$ cat src/rtl/fifo_byte_drain_if.sv
// fifo_byte_drain_if
//   Groups the FIFO read port and the byte stream of fifo_byte_drain.
//   master : the drain side (pops the FIFO, drives the byte stream)
//   slave  : the environment side (FIFO + byte sink)
//   Signals:
//     fifo_empty  FIFO empty flag                      (to drain)
//     fifo_data   FIFO data_out, valid cycle after rd  (to drain)
//     fifo_rd     single-cycle FIFO read strobe        (from drain)
//     byte_out    current output byte                  (from drain)
//     byte_valid  byte_out holds a valid byte          (from drain)
//     byte_ready  sink accepts on valid && ready       (to drain)
interface fifo_byte_drain_if #(
    parameter int WORD_W = 32,
    parameter int BYTE_W = 8
);
    logic              fifo_empty;
    logic [WORD_W-1:0] fifo_data;
    logic              fifo_rd;
    logic [BYTE_W-1:0] byte_out;
    logic              byte_valid;
    logic              byte_ready;

    modport master (
        input  fifo_empty, fifo_data, byte_ready,
        output fifo_rd, byte_out, byte_valid
    );

    modport slave (
        output fifo_empty, fifo_data, byte_ready,
        input  fifo_rd, byte_out, byte_valid
    );
endinterface

$ cat src/rtl/fifo_byte_drain.sv
// fifo_byte_drain
//   Pops words from a word FIFO one at a time and emits each as
//   WORD_W/BYTE_W bytes, LSB first, on a valid/ready byte stream.
//   Ports:
//     clk         clock, all logic on posedge
//     reset       synchronous active-high reset
//     enable      1 = allowed to pop new words
//     bus         fifo_byte_drain_if.master (FIFO rd port + byte stream);
//                 its WORD_W/BYTE_W must match this module's parameters
//     busy        1 whenever the FSM is not IDLE
//     word_count  fully transmitted words, wraps modulo 2^CNT_W
module fifo_byte_drain #(
    parameter int WORD_W = 32,
    parameter int BYTE_W = 8,
    parameter int CNT_W  = 16
) (
    input  logic                   clk,
    input  logic                   reset,
    input  logic                   enable,
    fifo_byte_drain_if.master      bus,
    output logic                   busy,
    output logic [CNT_W-1:0]       word_count
);
    localparam int NB    = WORD_W / BYTE_W;
    localparam int IDX_W = (NB > 1) ? $clog2(NB) : 1;
    localparam logic [IDX_W-1:0] LAST_IDX = IDX_W'(NB - 1);

    typedef enum logic [1:0] {
        IDLE    = 2'd0,
        POP     = 2'd1,
        CAPTURE = 2'd2,
        SEND    = 2'd3
    } state_t;

    state_t            state, state_next;
    logic [WORD_W-1:0] shift_reg;
    logic [IDX_W-1:0]  byte_idx;

    logic accept;
    logic last_accept;
    logic can_pop;

    assign accept      = (state == SEND) && bus.byte_ready;
    assign last_accept = accept && (byte_idx == LAST_IDX);
    // Empty is only consulted in the cycle that decides to enter POP, so
    // the read strobe can never be issued against an empty FIFO.
    assign can_pop     = enable && !bus.fifo_empty;

    // Moore outputs: the strobe and valid depend on state only.
    assign bus.fifo_rd    = (state == POP);
    assign bus.byte_valid = (state == SEND);
    assign bus.byte_out   = shift_reg[BYTE_W-1:0];
    assign busy           = (state != IDLE);

    always_ff @(posedge clk) begin
        if (reset) begin
            state <= IDLE;
        end else begin
            state <= state_next;
        end
    end

    always_comb begin
        state_next = state;
        case (state)
            IDLE:    if (can_pop) state_next = POP;
            POP:     state_next = CAPTURE;
            CAPTURE: state_next = SEND;
            SEND: begin
                if (last_accept) begin
                    state_next = can_pop ? POP : IDLE;
                end
            end
            default: state_next = IDLE;
        endcase
    end

    // Datapath: load in CAPTURE, shift one byte down per accepted byte.
    always_ff @(posedge clk) begin
        if (reset) begin
            shift_reg  <= '0;
            byte_idx   <= '0;
            word_count <= '0;
        end else begin
            if (state == CAPTURE) begin
                shift_reg <= bus.fifo_data;
                byte_idx  <= '0;
            end else if (accept) begin
                shift_reg <= shift_reg >> BYTE_W;
                byte_idx  <= byte_idx + 1'b1;
                if (last_accept) begin
                    word_count <= word_count + 1'b1;
                end
            end
        end
    end
endmodule
$ cat src/flat_wrapper.sv
// flat-port wrapper written by rule: the top's interface ports become plain ports
module fifo_byte_drain_flat 
#(
    parameter int WORD_W = 32,
    parameter int BYTE_W = 8,
    parameter int CNT_W  = 16
)
  (clk, reset, enable, busy, word_count, bus_fifo_empty, bus_fifo_data, bus_byte_ready, bus_fifo_rd, bus_byte_out, bus_byte_valid);
  fifo_byte_drain_if #(.WORD_W(WORD_W), .BYTE_W(BYTE_W)) bus_i ();
  input  logic clk;
  input  logic reset;
  input  logic enable;
  output logic busy;
  output logic [CNT_W-1:0] word_count;
  input wire logic [$bits(bus_i.fifo_empty)-1:0] bus_fifo_empty;
  input wire logic [$bits(bus_i.fifo_data)-1:0] bus_fifo_data;
  input wire logic [$bits(bus_i.byte_ready)-1:0] bus_byte_ready;
  output wire logic [$bits(bus_i.fifo_rd)-1:0] bus_fifo_rd;
  output wire logic [$bits(bus_i.byte_out)-1:0] bus_byte_out;
  output wire logic [$bits(bus_i.byte_valid)-1:0] bus_byte_valid;
  assign bus_i.fifo_empty = bus_fifo_empty;
  assign bus_i.fifo_data = bus_fifo_data;
  assign bus_i.byte_ready = bus_byte_ready;
  assign bus_fifo_rd = bus_i.fifo_rd;
  assign bus_byte_out = bus_i.byte_out;
  assign bus_byte_valid = bus_i.byte_valid;
  fifo_byte_drain #(.WORD_W(WORD_W), .BYTE_W(BYTE_W), .CNT_W(CNT_W)) u_core (.clk(clk), .reset(reset), .enable(enable), .bus(bus_i), .busy(busy), .word_count(word_count));
endmodule
$ cat config.mk
export PLATFORM = sky130hd
export DESIGN_NAME = fifo_byte_drain_flat
export DESIGN_NICKNAME = d
export VERILOG_FILES = /design/src/rtl/fifo_byte_drain_if.sv /design/src/rtl/fifo_byte_drain.sv /design/src/flat_wrapper.sv
export SDC_FILE = /design/constraint.sdc
export NUM_CORES = 1
export LEC_CHECK = 0
export ABC_AREA = 1
export BUFFER_PORTS_ARGS = -buffer_cell sky130_fd_sc_hd__buf_4
export CORE_AREA = 2 2 67 95
export DETAILED_ROUTE_END_ITERATION = 8
export DIE_AREA = 0 0 69 97
export GPL_ROUTABILITY_DRIVEN = 0
export PLACE_DENSITY = 0.76
export SYNTH_ARGS = -nofsm -noshare
export SYNTH_HDL_FRONTEND = slang
export SYNTH_SLANG_ARGS = --single-unit
$ cat constraint.sdc
create_clock -name clk -period 1.8 [get_ports clk]
set_input_delay 0.27 -clock clk [delete_from_list [all_inputs] [get_ports clk]]
set_output_delay 0.27 -clock clk [all_outputs]
set_load 0.05 [all_outputs]
# Word level (Yosys, flattened, before mapping)
# Cells that the tools add are included.
[op_classes]
n_addsub = 2
eq_ne = 6
muxes = 6
bitwise_logic = 1
n_reduce_logical = 10
[ops]
columns = ["operator", "count"]
rows = [
  ["two-way mux 32 bit", 2],
  ["adder 16 x 1 -> 16 bit (second input constant)", 1],
  ["case mux 2 bit (4 select lines)", 1],
  ["== test 2 bit (second input constant)", 3],
  ["two-way mux 2 bit", 2],
  ["inequality test 2 x 1 -> 1 bit (second input constant)", 2],
  ["nonzero test 2 bit", 2],
  ["logical AND 1 bit", 3],
  ["AND reduction 3 bit", 1],
  ["adder 2 x 1 -> 2 bit (second input constant)", 1],
  ["== test 2 x 1 -> 1 bit (second input constant)", 1],
  ["logical NOT 2 bit", 1],
  ["AND reduction 2 bit", 1],
  ["OR reduction 2 bit", 1],
  ["logical NOT 1 bit", 1],
  ["two-way mux 1 bit", 1],
  ["NOT 1 bit", 1],
]
[totals]
register_bits = 52
inputBits = 37
output_inout_bits = 27
elab_cells = 29

# Logic depth before layout (Yosys ltp)
# Gate-level depths: netlist of the first run.
[depth]
word_depth = 5
mapped_depth = 9
depth_no_buf = 9

# Worst setup path before layout of the first run
# OpenSTA, ideal clock, no wires.
[synth_timing]
kind = "register to register"
startpoint = "register u_core.word_count[0]"
endpoint = "register u_core.word_count[12]"
arrival_time_ps = 1571
path_slack_ps = 112
path_stages_with_launch = 9
n_path_buf = 0
path_cell_list = "dfxtp_1 ha_1 inv_1 nor2_1 nand2_1 nor2_1 nand3_1 nand2_1 nor2_1"
[synth_via]
elab_chain_len = 1
[synth_lines]
columns = ["item", "line_no", "text"]
rows = [
  ["start, declared", "fifo_byte_drain.sv:22", "output logic [CNT_W-1:0] word_count"],
  ["start signal, assigned", "fifo_byte_drain.sv:92", "word_count <= word_count + 1'b1;"],
  ["adder 16 x 1 -> 16 bit", "fifo_byte_drain.sv:92", ""],
]
# Every way passes these cells.
# A chain may end at the register's enable or synchronous reset.

# Final worst setup path of the first run
[layout_timing]
startpoint = "register u_core.state[0]"
endpoint = "register u_core.word_count[12]"
[layout_via]
elab_chain_len = 4
elab_cells_between_ends = 6
cone_classes = "eq/ne: 2; bitwise: 1; reduce/logical: 3"
[layout_lines]
columns = ["item", "line_no", "text"]
rows = [
  ["start, declared", "fifo_byte_drain.sv:35", "state_t state, state_next;"],
  ["start signal, assigned", "fifo_byte_drain.sv:59", "state <= state_next;"],
  ["== test 2 bit", "fifo_byte_drain.sv:43", "assign accept = (state == SEND) && bus.byte_ready;"],
  ["logical AND 1 bit", "fifo_byte_drain.sv:43", ""],
  ["logical AND 1 bit", "fifo_byte_drain.sv:44", "assign last_accept = accept && (byte_idx == LAST_IDX);"],
  ["AND reduction 3 bit (no source line) *", "--", ""],
]
# Every way passes the cells marked *; elsewhere a longest branch is shown, timed or not.

==> metrics.md, run 1 <==
| Metric | Value |
|---|---|
| Yosys warnings | `0` |
| Lkg Pwr | `about 1.4 nW` |
| Fin cells | `about 510` |
| Sequential element share of the synthesized area | `40.5%` |
| Crit path largest cell delay | `0.44 ns` |
| ANT cells | `0` |
| Vias | `2452` |
| Syn Area/Cell | `approximately 6.7 um^2` |
| Worst Hold Slack | `0.221 ns` |
| Pint | `between 2 and 2.5 mW` |
| DR pass1 iterations | `4` |
| Post-Syn Nets | `430` |
| # nets final | `roughly 480` |
| R2r setup slk | `0.13 ns` |
| MaxCap Viol Count | `0` |
| Synth Area in Adders | `3.90%` |
| Port Buffer Count | `63` |
| Post-DP HPWL | `4.07 mm` |
| Worst Tran Pin Value | `just under 0.5 ns` |
| Combinational share of power | `30.9%` |
| Via-to-Cell Ratio | `roughly 4.8` |
| Skew-Pair Late Insertion Delay | `between 0.3 and 0.4 ns` |
| Clk buf depth | `2` |
| Relative slew slack | `67.5%` |
| Worst vdd ir | `0.994 mV` |
| Skew final | `0.00920 ns` |
| Largest net degree at the start of global routing | `57` |
| Full die area | `6690 um^2` |
| Vias in the first global route | `2364` |
| Layout cells sized above 1 | `between 10% and 20%` |
| Status | `completed` |
| Type of the worst min-delay path | `input port to register` |
| Total power | `3.56 mW` |
| Startpoint types | `register` |
| DIE WIDTH | `69 um` |
| Placed Cells | `499` |
| H-tree depth | `2` |
| Most common cell after layout, fill and taps aside | `nand2_1` |
| R2R Path Start | `u_core.state[0]` |
| Netlist Area Pre-Place | `2570 um^2` |
| Worst EP arrival | `1.89 ns` |
| Row count | `33` |
| Final core occ | `55.4%` |
| Routed len/inst | `about 11 um` |
| Critical Path Start | `u_core.state[0]` |
| Yosys reg bits | `52` |
| Clock group share of total power | `30.5%` |
| Min Tclk post-route | `1.67 ns` |
| Synth Area in Simple Gates | `32.7%` |
| CTS Buf Count | `5` |
| Critical path's slowest cell | `dfxtp_1` |
| First-pass GRT wire length | `9.96 mm` |
| Max reg flops | `32` |
| Antenna violation net count after detailed routing | `0` |
| Sw Ratio | `around 33%` |
| Fmax | `0.597 GHz` |
| Pwr/cell area | `around 1100 nW/um^2` |
| DIE HEIGHT | `approximately 97 um` |
| Post-CTS Resized | `0` |
| Initial antenna violation count | `0` |
| Hold path start | `bus_fifo_data[30]` |
| Worst path cell trace | `inv_1, ha_2, inv_1, nand4_4, nor2_1, nand3_1, nand2_1, nor2_1` |
| Final hold violations | `0` |
| Syn Inst Count | `385` |
| GRT overflow | `0` |
| Initial core utilization | `around 44%` |
| RSZ-0062 raised after global routing | `true` |
| Psw | `1.19 mW` |
| Post-synth top area share | `about two fifths` |
| TritonCTS clock tree | `yes` |
| # IOs | `64` |
| Largest family of logic cells by synthesized area | `simple AND/OR/NAND/NOR gates` |
| Worst Path Max Fanout | `8` |
| Root Buffer | `clkbuf_8` |
| Type of the worst setup path | `register to register` |
| Total GRT Usage | `~18%` |
| Max-slew violations | `0` |
| DRC Markers | `0` |
| Cell variety after synth | `23` |
| Compound-cell area share of the yosys netlist | `11.0%` |
| Required @ worst endpoint | `2.01 ns` |
| XOR/XNOR Fraction of Synth Area | `0.341%` |
| Cell taking the most area after synthesis | `dfxtp_1` |
| Mux contribution to synthesized area | `0%` |
| Area delta synth->final | `24.7%` |
| Ratio of final minimum period to clock period | `~93%` |
| CP Capture Type | `register` |
| CORE AREA | `a little under 6000 um^2` |
| Seq pwr share | `between 30% and 40%` |
| Top cells by area, synth | `dfxtp_1 (41%), nand2_1 (19%), nor2_1 (7.7%)` |
| Routed WL | `5.59 mm` |
| Initial drt markers | `192` |
| Setup repair bufs after CTS | `0` |
| Fillers | `566` |
| Final setup violation count | `0` |
| Clock sink count | `52` |
| Commonest cells after routing, fill and taps aside | `nand2_1 (129), buf_4 (66), nor2_1 (53)` |
| Reg clk slew, reported paths | `approximately 0.10 ns` |
| # hold bufs at CTS | `0` |
==> path summary, 6_finish.rpt <==
| kind | cells after the start | to |
|---|---|---|
| worst max register to register | 8 | u_core.word_count[12] |
| worst max-delay path | 8 | u_core.word_count[12] |
| worst min register to register | 2 | u_core.byte_idx[1] |
| worst min-delay path | 3 | u_core.shift_reg[30] |
==> cells in the mapped netlist <==
library cell / number
a21oi_1: 20
nand4_1: 1
a31oi_1: 24
o21ai_0: 5
inv_2: 1
clkbuf_1: 8
nor2_1: 53
buf_1: 2
nor2_4: 1
nand3_1: 11
xor2_1: 1
nand2_2: 1
buf_2: 2
ha_1: 8
inv_1: 43
nand4_4: 1
dfxtp_1: 52
o211ai_1: 1
nand2_1: 129
buf_4: 11
nor2_2: 3
nor3_1: 4
and2_1: 3
==> critical path, delay by kind of cell, from the launching register on <==
family	cells	cell delay, ns
flops	1	0.44
simple gates	5	0.67
fa+ha+maj	1	0.22
buf+inv	2	0.24
==> final cells by class <==
| class | instances | area (um^2) | area share (%) |
|---|---|---|---|
| multi-input combinational | 266 | 1230 | 38.6 |
| sequential | 52 | 1040 | 32.5 |
| timing repair buffer | 67 | 515 | 16.1 |
| inverter | 44 | 165 | 5.16 |
| clock inverter | 3 | 90.1 | 2.81 |
| tap | 70 | 87.6 | 2.73 |
| clock buffer | 5 | 68.8 | 2.15 |
==> stage by stage <==
step / setup WS [ns] / setup TNS [ns] / cell area [um^2]
finish: 0.125 / 0 / 3200
global route: -0.0365 / -0.125 / 3200
CTS: 0.143 / 0 / 3200
detailed placement: 0.140 / 0 / 3040
global placement: 0.245 / 0 / 3040
floorplan: 0.112 / 0 / 2570
==> kinds of logic (layout without fill, tap and decap cells) <==
logic type | after synthesis | after routing
simple gates | 207 | 207
buf+inv | 67 | 119
flops | 52 | 52
compound gates | 50 | 50
fa+ha+maj | 8 | 8
xor+xnor | 1 | 1
==> power groups by stage <==
stage	Sequential, mW	Clock [mW]	Combinational [mW]
finish	1.38	1.09	1.10
floorplan	1.38	0	0.874
detailed placement	1.40	0	1.10
CTS	1.38	1.11	1.11
global route	1.39	1.15	1.24
global placement	1.40	0	1.09
==> layer usage <==
layer	global-route usage, %	routed length, um
met1	20.2	2470
met2	31.3	2780
met3	3.75	226
met4	8.14	112
met5	0	0
Note: power is estimated with default switching activity, not from simulation.
==> inputs of run 2 (changes only) <==
- ABC_AREA: 1 -> default
- CORE_AREA: 2 2 67 95 -> 2 2 66 93
- DIE_AREA: 0 0 69 97 -> 0 0 68 95
==> metrics.md, run 2 <==
| Metric | Value |
|---|---|
| Fmax | `0.573 GHz (-4.0%)` |
| Pre-CTS setup slack | `-0.0388 ns (-0.179 ns)` |
| Pwr/cell area | `1080 nW/um^2 (-3.1%)` |
| Cell taking the most area after synthesis | `dfxtp_1` |
| Initial antenna violation count | `0 (unchanged)` |
| Top cells by area, synth | `dfxtp_1 (42%), mux2i_1 (11%), mux2_2 (11%)` |
| Worst path cell trace | `inv_4, ha_4, and4b_2, nand4_1, buf_4, or3_1, a21oi_1` |
| Sequential element share of the synthesized area | `42.3% (+1.7 points)` |
| Port Buffer Count | `63 (unchanged)` |
| Placed Cells | `371 (-26%)` |
| Type of the worst min-delay path | `input port to register` |
| Syn Inst Count | `256 (-34%)` |
| Worst Tran Pin Value | `0.547 ns (+0.0603 ns)` |
| Clock sink count | `52 (unchanged)` |
| Critical path's slowest cell | `dfxtp_4` |
| Post-Syn Nets | `301 (-30%)` |
| Netlist Area Pre-Place | `2460 um^2 (-4.1%)` |
| Max-slew violations | `0 (unchanged)` |
| H-tree depth | `2 (unchanged)` |
| CORE AREA | `5700 um^2 (-1.4%)` |
| DIE HEIGHT | `95 um (-2.1%)` |
| Required @ worst endpoint | `2.03 ns (+0.02 ns)` |
| Area delta synth->final | `27.4%` |
| Full die area | `6460 um^2 (-3.5%)` |
| Synth cell count leaders | `dfxtp_1 (52), nor2_1 (33), mux2i_1 (27), mux2_2 (24), a21oi_1 (16)` |
| Initial drt markers | `104 (-46%)` |
| Reg clk slew, reported paths | `0.09 ns (about the same)` |
| Vias in the first global route | `1846 (-22%)` |
| GRT overflow | `0 (unchanged)` |
| EDFF count, synth | `0 (unchanged)` |
| Row count | `33 (unchanged)` |
| Root Buffer | `clkbuf_8` |
| Ratio of final minimum period to clock period | `97.0% (+3.9 points)` |
| Cell variety after synth | `32 (+39%)` |
| Worst EP arrival | `1.97 ns (+0.08 ns)` |
| Most common cell after layout, fill and taps aside | `buf_4` |
| Total GRT Usage | `15.1% (-2.7 points)` |
| # nets final | `358 (-26%)` |
| Vias | `1990 (-19%)` |
| ANT cells | `0 (unchanged)` |
| CTS Buf Count | `5 (unchanged)` |
| Syn Area/Cell | `9.62 um^2 (+44%)` |
| TritonCTS clock tree | `yes` |
| Yosys reg bits | `52 (unchanged)` |
| Initial core utilization | `43.2% (-1.2 points)` |
| Crit path largest cell delay | `0.38 ns (-0.06 ns)` |
| Skew final | `0.00698 ns (-0.00223 ns)` |
| CP Capture Type | `register` |
| Layout cells sized above 1 | `35.7% (+17 points)` |
| Final core occ | `55.1% (-0.34 points)` |
| Worst Path Max Fanout | `7 (-1)` |
| Via-to-Cell Ratio | `5.18 (+7.2%)` |
| Worst vdd ir | `0.473 mV (-52%)` |
| Yosys warnings | `0 (unchanged)` |
| Worst Slack Setup Final | `0.0548 ns (-0.0706 ns)` |
| Min Tclk post-route | `1.75 ns (+0.0706 ns)` |
| Max reg flops | `32 (unchanged)` |
| Top_reg_cell synth | `dfxtp_1` |
| Type of the worst setup path | `register to register` |
| First-pass GRT wire length | `7.66 mm (-23%)` |
| DRC Markers | `0 (unchanged)` |
| DIE WIDTH | `68 um (-1.4%)` |
| Fin cells | `384 (-24%)` |
| Antenna violation net count after detailed routing | `0 (unchanged)` |
| # hold bufs at CTS | `0 (unchanged)` |
| RSZ-0062 raised after global routing | `true` |
| # IOs | `64 (unchanged)` |
| Status | `completed` |
| MaxCap Viol Count | `0 (unchanged)` |
| Startpoint types | `register` |
| DR pass1 iterations | `4 (unchanged)` |
| Final hold violations | `0 (unchanged)` |
| Relative slew slack | `63.6% (-4.0 points)` |
| Most frequent cell after synthesis | `dfxtp_1` |
| Commonest cells after routing, fill and taps aside | `buf_4 (71), dfxtp_1 (50), nor2_1 (33)` |
| Largest net degree at the start of global routing | `53 (-7.0%)` |
| Clk buf depth | `2 (unchanged)` |
| Lkg Pwr | `1.32 nW (-2.6%)` |
| Post-synth top area share | `42.3% (+1.7 points)` |
| Routed len/inst | `12.5 um (+14%)` |
| Skew-Pair Late Insertion Delay | `0.30 ns (about the same)` |
| Routed WL | `4.81 mm (-14%)` |
| Total power | `3.38 mW (-5.0%)` |
| Synth async-reset ratio | `0% (unchanged)` |
| Final setup violation count | `0 (unchanged)` |
| Post-DP HPWL | `3.37 mm (-17%)` |
==> run 2: cell count changes in the layout (fill, tap and decap cells not counted), sizes merged, moves of 4 or more <==
cell / previous run / this run
or3: 0 / 7
buf: 67 / 73
nand2: 130 / 13
nand3b: 0 / 8
nand3: 11 / 5
inv: 44 / 6
a21oi: 20 / 16
xor2: 1 / 6
mux2: 0 / 24
a31oi: 24 / 0
nor2: 57 / 33
mux2i: 0 / 27
==> run 2: repair_timing <==
item	4_1_cts	5_1_grt
endpoints found under the setup margin	5	8
gates resized for setup	1	6
setup buffers	3	2
pin swaps	1	5
==> run 2: cells by family after synthesis <==
| kind of cell | synth area share [%] |
|---|---|
| xor+xnor | 2.84 |
| flops | 42.3 |
| fa+ha+maj | 4.06 |
| compound gates | 6.20 |
| buf+inv | 5.99 |
| simple gates | 16.7 |
| mux | 21.9 |
==> run 2: area by class of cell <==
class	instances	area [um^2]
tap	70	87.6
inverter	6	25.0
timing repair buffer	73	564
fill	523	2560
clock buffer	6	82.6
sequential	52	1050
multi-input combinational	175	1290
clock inverter	2	38.8
==> run 2: final timing paths <==
kind	from	endpoint	slack, ns	cells past startpoint
worst min register to register	u_core.shift_reg[26]	u_core.shift_reg[26]	0.49	2
worst min-delay path	bus_fifo_data[15]	u_core.shift_reg[15]	0.20	3
worst max-delay path	u_core.state[0]	u_core.word_count[10]	0.05	7
worst max register to register	u_core.state[0]	u_core.word_count[10]	0.05	7
==> run 2: metal layers <==
layer	GRT usage, %	share of wire, %	vias up
met5	0	0	-
met4	4.50	1.2	0
met3	3.58	5.6	6
met2	28.6	52	42
met1	15.9	41	945
li1	-	-	997
==> run 2: report_power, final <==
part	total, mW	switching (mW)	internal [mW]	leakage (nW)
Combinational	1.15	0.631	0.521	0.840
Sequential	1.40	0.0866	1.31	0.422
Clock	0.831	0.377	0.455	0.0614
==> run 2: worst max-delay path: cells and delay by family, from the launching register on <==
kind                     cells  cell delay, ns
adder cells (fa/ha/maj)      1            0.14
AO/OA/AOI/OAI                1            0.14
buffers and inverters        2            0.23
AND/OR/NAND/NOR              3            0.79
flip-flops                   1            0.38
==> run 2: stage by stage <==
step                      cell area [um^2]  setup TNS, ns  hold slack, ns
after floorplan                       2470        -0.0945           0.415
after global placement                2950              0           0.469
after detailed placement              2950        -0.0388           0.481
after CTS                             3100              0           0.190
after global routing                  3140        -0.0432           0.200
final                                 3140              0           0.198
==> inputs of run 3 (changes only) <==
- CORE_AREA: 2 2 66 93 -> 2 2 77 79
- DIE_AREA: 0 0 68 95 -> 0 0 79 81
- PLACE_DENSITY: 0.76 -> 0.77
==> metrics.md, run 3 (synthesis gave the netlist of run 2 again) <==
| Metric | Value |
|---|---|
| Root Buffer | `clkbuf_8` |
| Status | `completed` |
| Worst EP arrival | `2.00 ns (+0.03 ns)` |
| Fmax | `0.568 GHz (-0.84%)` |
| Clk buf depth | `2 (unchanged)` |
| Seq pwr share | `43.0% (+1.6 points)` |
| DR pass1 iterations | `4 (unchanged)` |
| Area delta synth->final | `26.4%` |
| Initial antenna violation count | `0 (unchanged)` |
| Pwr/cell area | `1040 nW/um^2 (-3.4%)` |
| CP delay by family, top | `simple AND/OR/NAND/NOR gates` |
| Layout cells sized above 1 | `35.4% (-0.32 points)` |
| Vias in the first global route | `1738 (-5.9%)` |
| Setup TNS | `0 ns (unchanged)` |
| MaxCap Viol Count | `0 (unchanged)` |
| Row count | `28 (-15%)` |
| Antenna violation net count after detailed routing | `0 (unchanged)` |
| Max reg flops | `32 (unchanged)` |
| Vias | `1981 (-0.45%)` |
| # nets final | `358 (unchanged)` |
| Worst Hold Slack | `0.199 ns (+0.000524 ns)` |
| CP Capture Type | `register` |
| Crit path largest cell delay | `0.43 ns (+0.05 ns)` |
| Full die area | `6400 um^2 (-0.94%)` |
| Min Tclk post-route | `1.76 ns (+0.0147 ns)` |
| Routed len/inst | `12.9 um (+3.0%)` |
| Ratio of final minimum period to clock period | `97.8% (+0.82 points)` |
| Via-to-Cell Ratio | `5.09 (-1.7%)` |
| Type of the worst min-delay path | `input port to register` |
| Relative slew slack | `62.9% (-0.68 points)` |
| Final hold violations | `0 (unchanged)` |
| RSZ-0062 raised after global routing | `true` |
| Largest net degree at the start of global routing | `53 (unchanged)` |
| Initial drt markers | `63 (-39%)` |
| DIE WIDTH | `79 um (+16%)` |
| Startpoint types | `register` |
| Reg clk slew, reported paths | `0.09 ns (about the same)` |
| Total GRT Usage | `15.3% (+0.20 points)` |
| Met2 wire len | `2.44 mm (-2.6%)` |
| Worst vdd ir | `0.544 mV (+15%)` |
| Metal-1 WL | `2.25 mm (+14%)` |
| Post-DP HPWL | `3.26 mm (-3.1%)` |
| Skew-Pair Late Insertion Delay | `0.30 ns (about the same)` |
| H-tree depth | `2 (unchanged)` |
| # IOs | `64 (unchanged)` |
| Met3 wire len | `302 um (+12%)` |
| GRT overflow | `0 (unchanged)` |
| Hold endpoint | `u_core.shift_reg[4]` |
| Most common cell after layout, fill and taps aside | `buf_4` |
| Max-slew violations | `0 (unchanged)` |
| Hold path start | `bus_fifo_data[4]` |
| Worst r2r dst | `u_core.word_count[14]` |
| WP buf/inv | `1 (-1)` |
| ANT cells | `0 (unchanged)` |
| CTS Buf Count | `5 (unchanged)` |
| TritonCTS clock tree | `yes` |
| R2R Path Start | `u_core.state[0]` |
| Worst R2R Path Depth | `6 (-1)` |
| Clock sink count | `52 (unchanged)` |
| Combinational share of power | `35.9% (+1.9 points)` |
| First-pass GRT wire length | `7.80 mm (+1.8%)` |
| Clock group share of total power | `21.1% (-3.5 points)` |
| Type of the worst setup path | `register to register` |
| Psw | `1.10 mW (+0.30%)` |
| CORE AREA | `5680 um^2 (-0.40%)` |
| R2r setup slk | `0.04 ns (about the same)` |
| DIE HEIGHT | `81 um (-15%)` |
| Critical path's slowest cell | `or3_1` |
| Initial core utilization | `43.4% (+0.17 points)` |
| Pint | `2.15 mW (-6.2%)` |
| Commonest cells after routing, fill and taps aside | `buf_4 (71), dfxtp_1 (50), nor2_1 (33)` |
| Skew final | `0.00816 ns (+0.00119 ns)` |
| Final setup violation count | `0 (unchanged)` |
| Hold path depth | `3 (unchanged)` |
| Required @ worst endpoint | `2.04 ns (about the same)` |
| Routed WL | `5.02 mm (+4.4%)` |
| Sw Ratio | `33.8% (+1.5 points)` |
| Lkg Pwr | `1.31 nW (-0.67%)` |
| Worst path cell trace | `inv_4, ha_4, and4b_2, nand4_1, or3_1, a21oi_2` |
| Highest routed layer | `met4` |
| # hold bufs at CTS | `0 (unchanged)` |
| Fillers | `507 (-3.1%)` |
| Worst Tran Pin Value | `0.557 ns (+0.0102 ns)` |
| Worst Path Max Fanout | `8 (+1)` |
| Port Buffer Count | `63 (unchanged)` |
| DRC Markers | `0 (unchanged)` |
[run 3: cell types whose count changed in the layout (fill, tap and decap cells not counted), sizes merged]
cell      before  now
clkinv         1    0
bufinv         1    0
clkbuf         6    7
nand4          5    6
clkinvlp       0    1
buf           73   72
[run 3: metal layers]
metal  vias to the layer above  global-route usage (%)
li1                        996                       -
met1                       930                    17.7
met2                        51                    27.6
met4                         0                    4.66
met3                         4                    4.22
met5                         -                       0
[run 3: final cells by class]
class	count	area, um^2	share of cell area (%)
multi-input combinational	176	1310	41.9
sequential	52	1040	33.5
timing repair buffer	72	553	17.8
tap	75	93.8	3.01
clock buffer	7	86.3	2.77
inverter	6	25.0	0.804
clock inverter	1	7.51	0.241
[run 3: how the worst max path moves through the flow]
stage	to	slack, ns	startpoint	cells after the start
final	u_core.word_count[14]	0.04	u_core.state[0]	6
after global routing	u_core.word_count[14]	-0.08	u_core.state[0]	6
after CTS	u_core.word_count[15]	0.01	u_core.state[0]	6
after detailed placement	u_core.word_count[15]	-0.03	u_core.state[0]	6
after global placement	u_core.word_count[15]	0.01	u_core.state[0]	6
after floorplan	u_core.word_count[15]	-0.09	u_core.state[0]	8
[run 3: power by group through the flow]
| stage | Sequential (mW) | Combinational, mW | Clock [mW] |
|---|---|---|---|
| floorplan | 1.40 | 0.916 | 0 |
| finish | 1.39 | 1.16 | 0.685 |
| detailed placement | 1.42 | 1.13 | 0 |
| global placement | 1.41 | 1.11 | 0 |
| global route | 1.41 | 1.25 | 0.760 |
| CTS | 1.39 | 1.14 | 0.713 |
[run 3: worst register-to-register path, stage by stage, from the launching register on]
cell and delay (ns):
dfxtp_2 0.37, inv_4 0.06, ha_4 0.15, and4b_2 0.34, nand4_1 0.24, or3_1 0.43, a21oi_2 0.11
[run 3: metrics by stage]
step	cells	power [mW]	worst slack, ns	instance area [um^2]	utilization [%]
after floorplan	256	2.31	-0.0945	2470	-
after global placement	376	2.52	0.0109	2960	52.1
after detailed placement	376	2.55	-0.0316	2960	52.1
after CTS	386	3.24	0.0118	3070	54.2
after global routing	389	3.43	-0.0843	3110	54.9
final	389	3.24	0.0401	3110	54.9
[run 3: timing repair]
item,in CTS,in global routing
cloned,1,0
setup endpoints to repair,1,5
resized for setup,1,4
buffers inserted,1,3
pin swaps,0,3
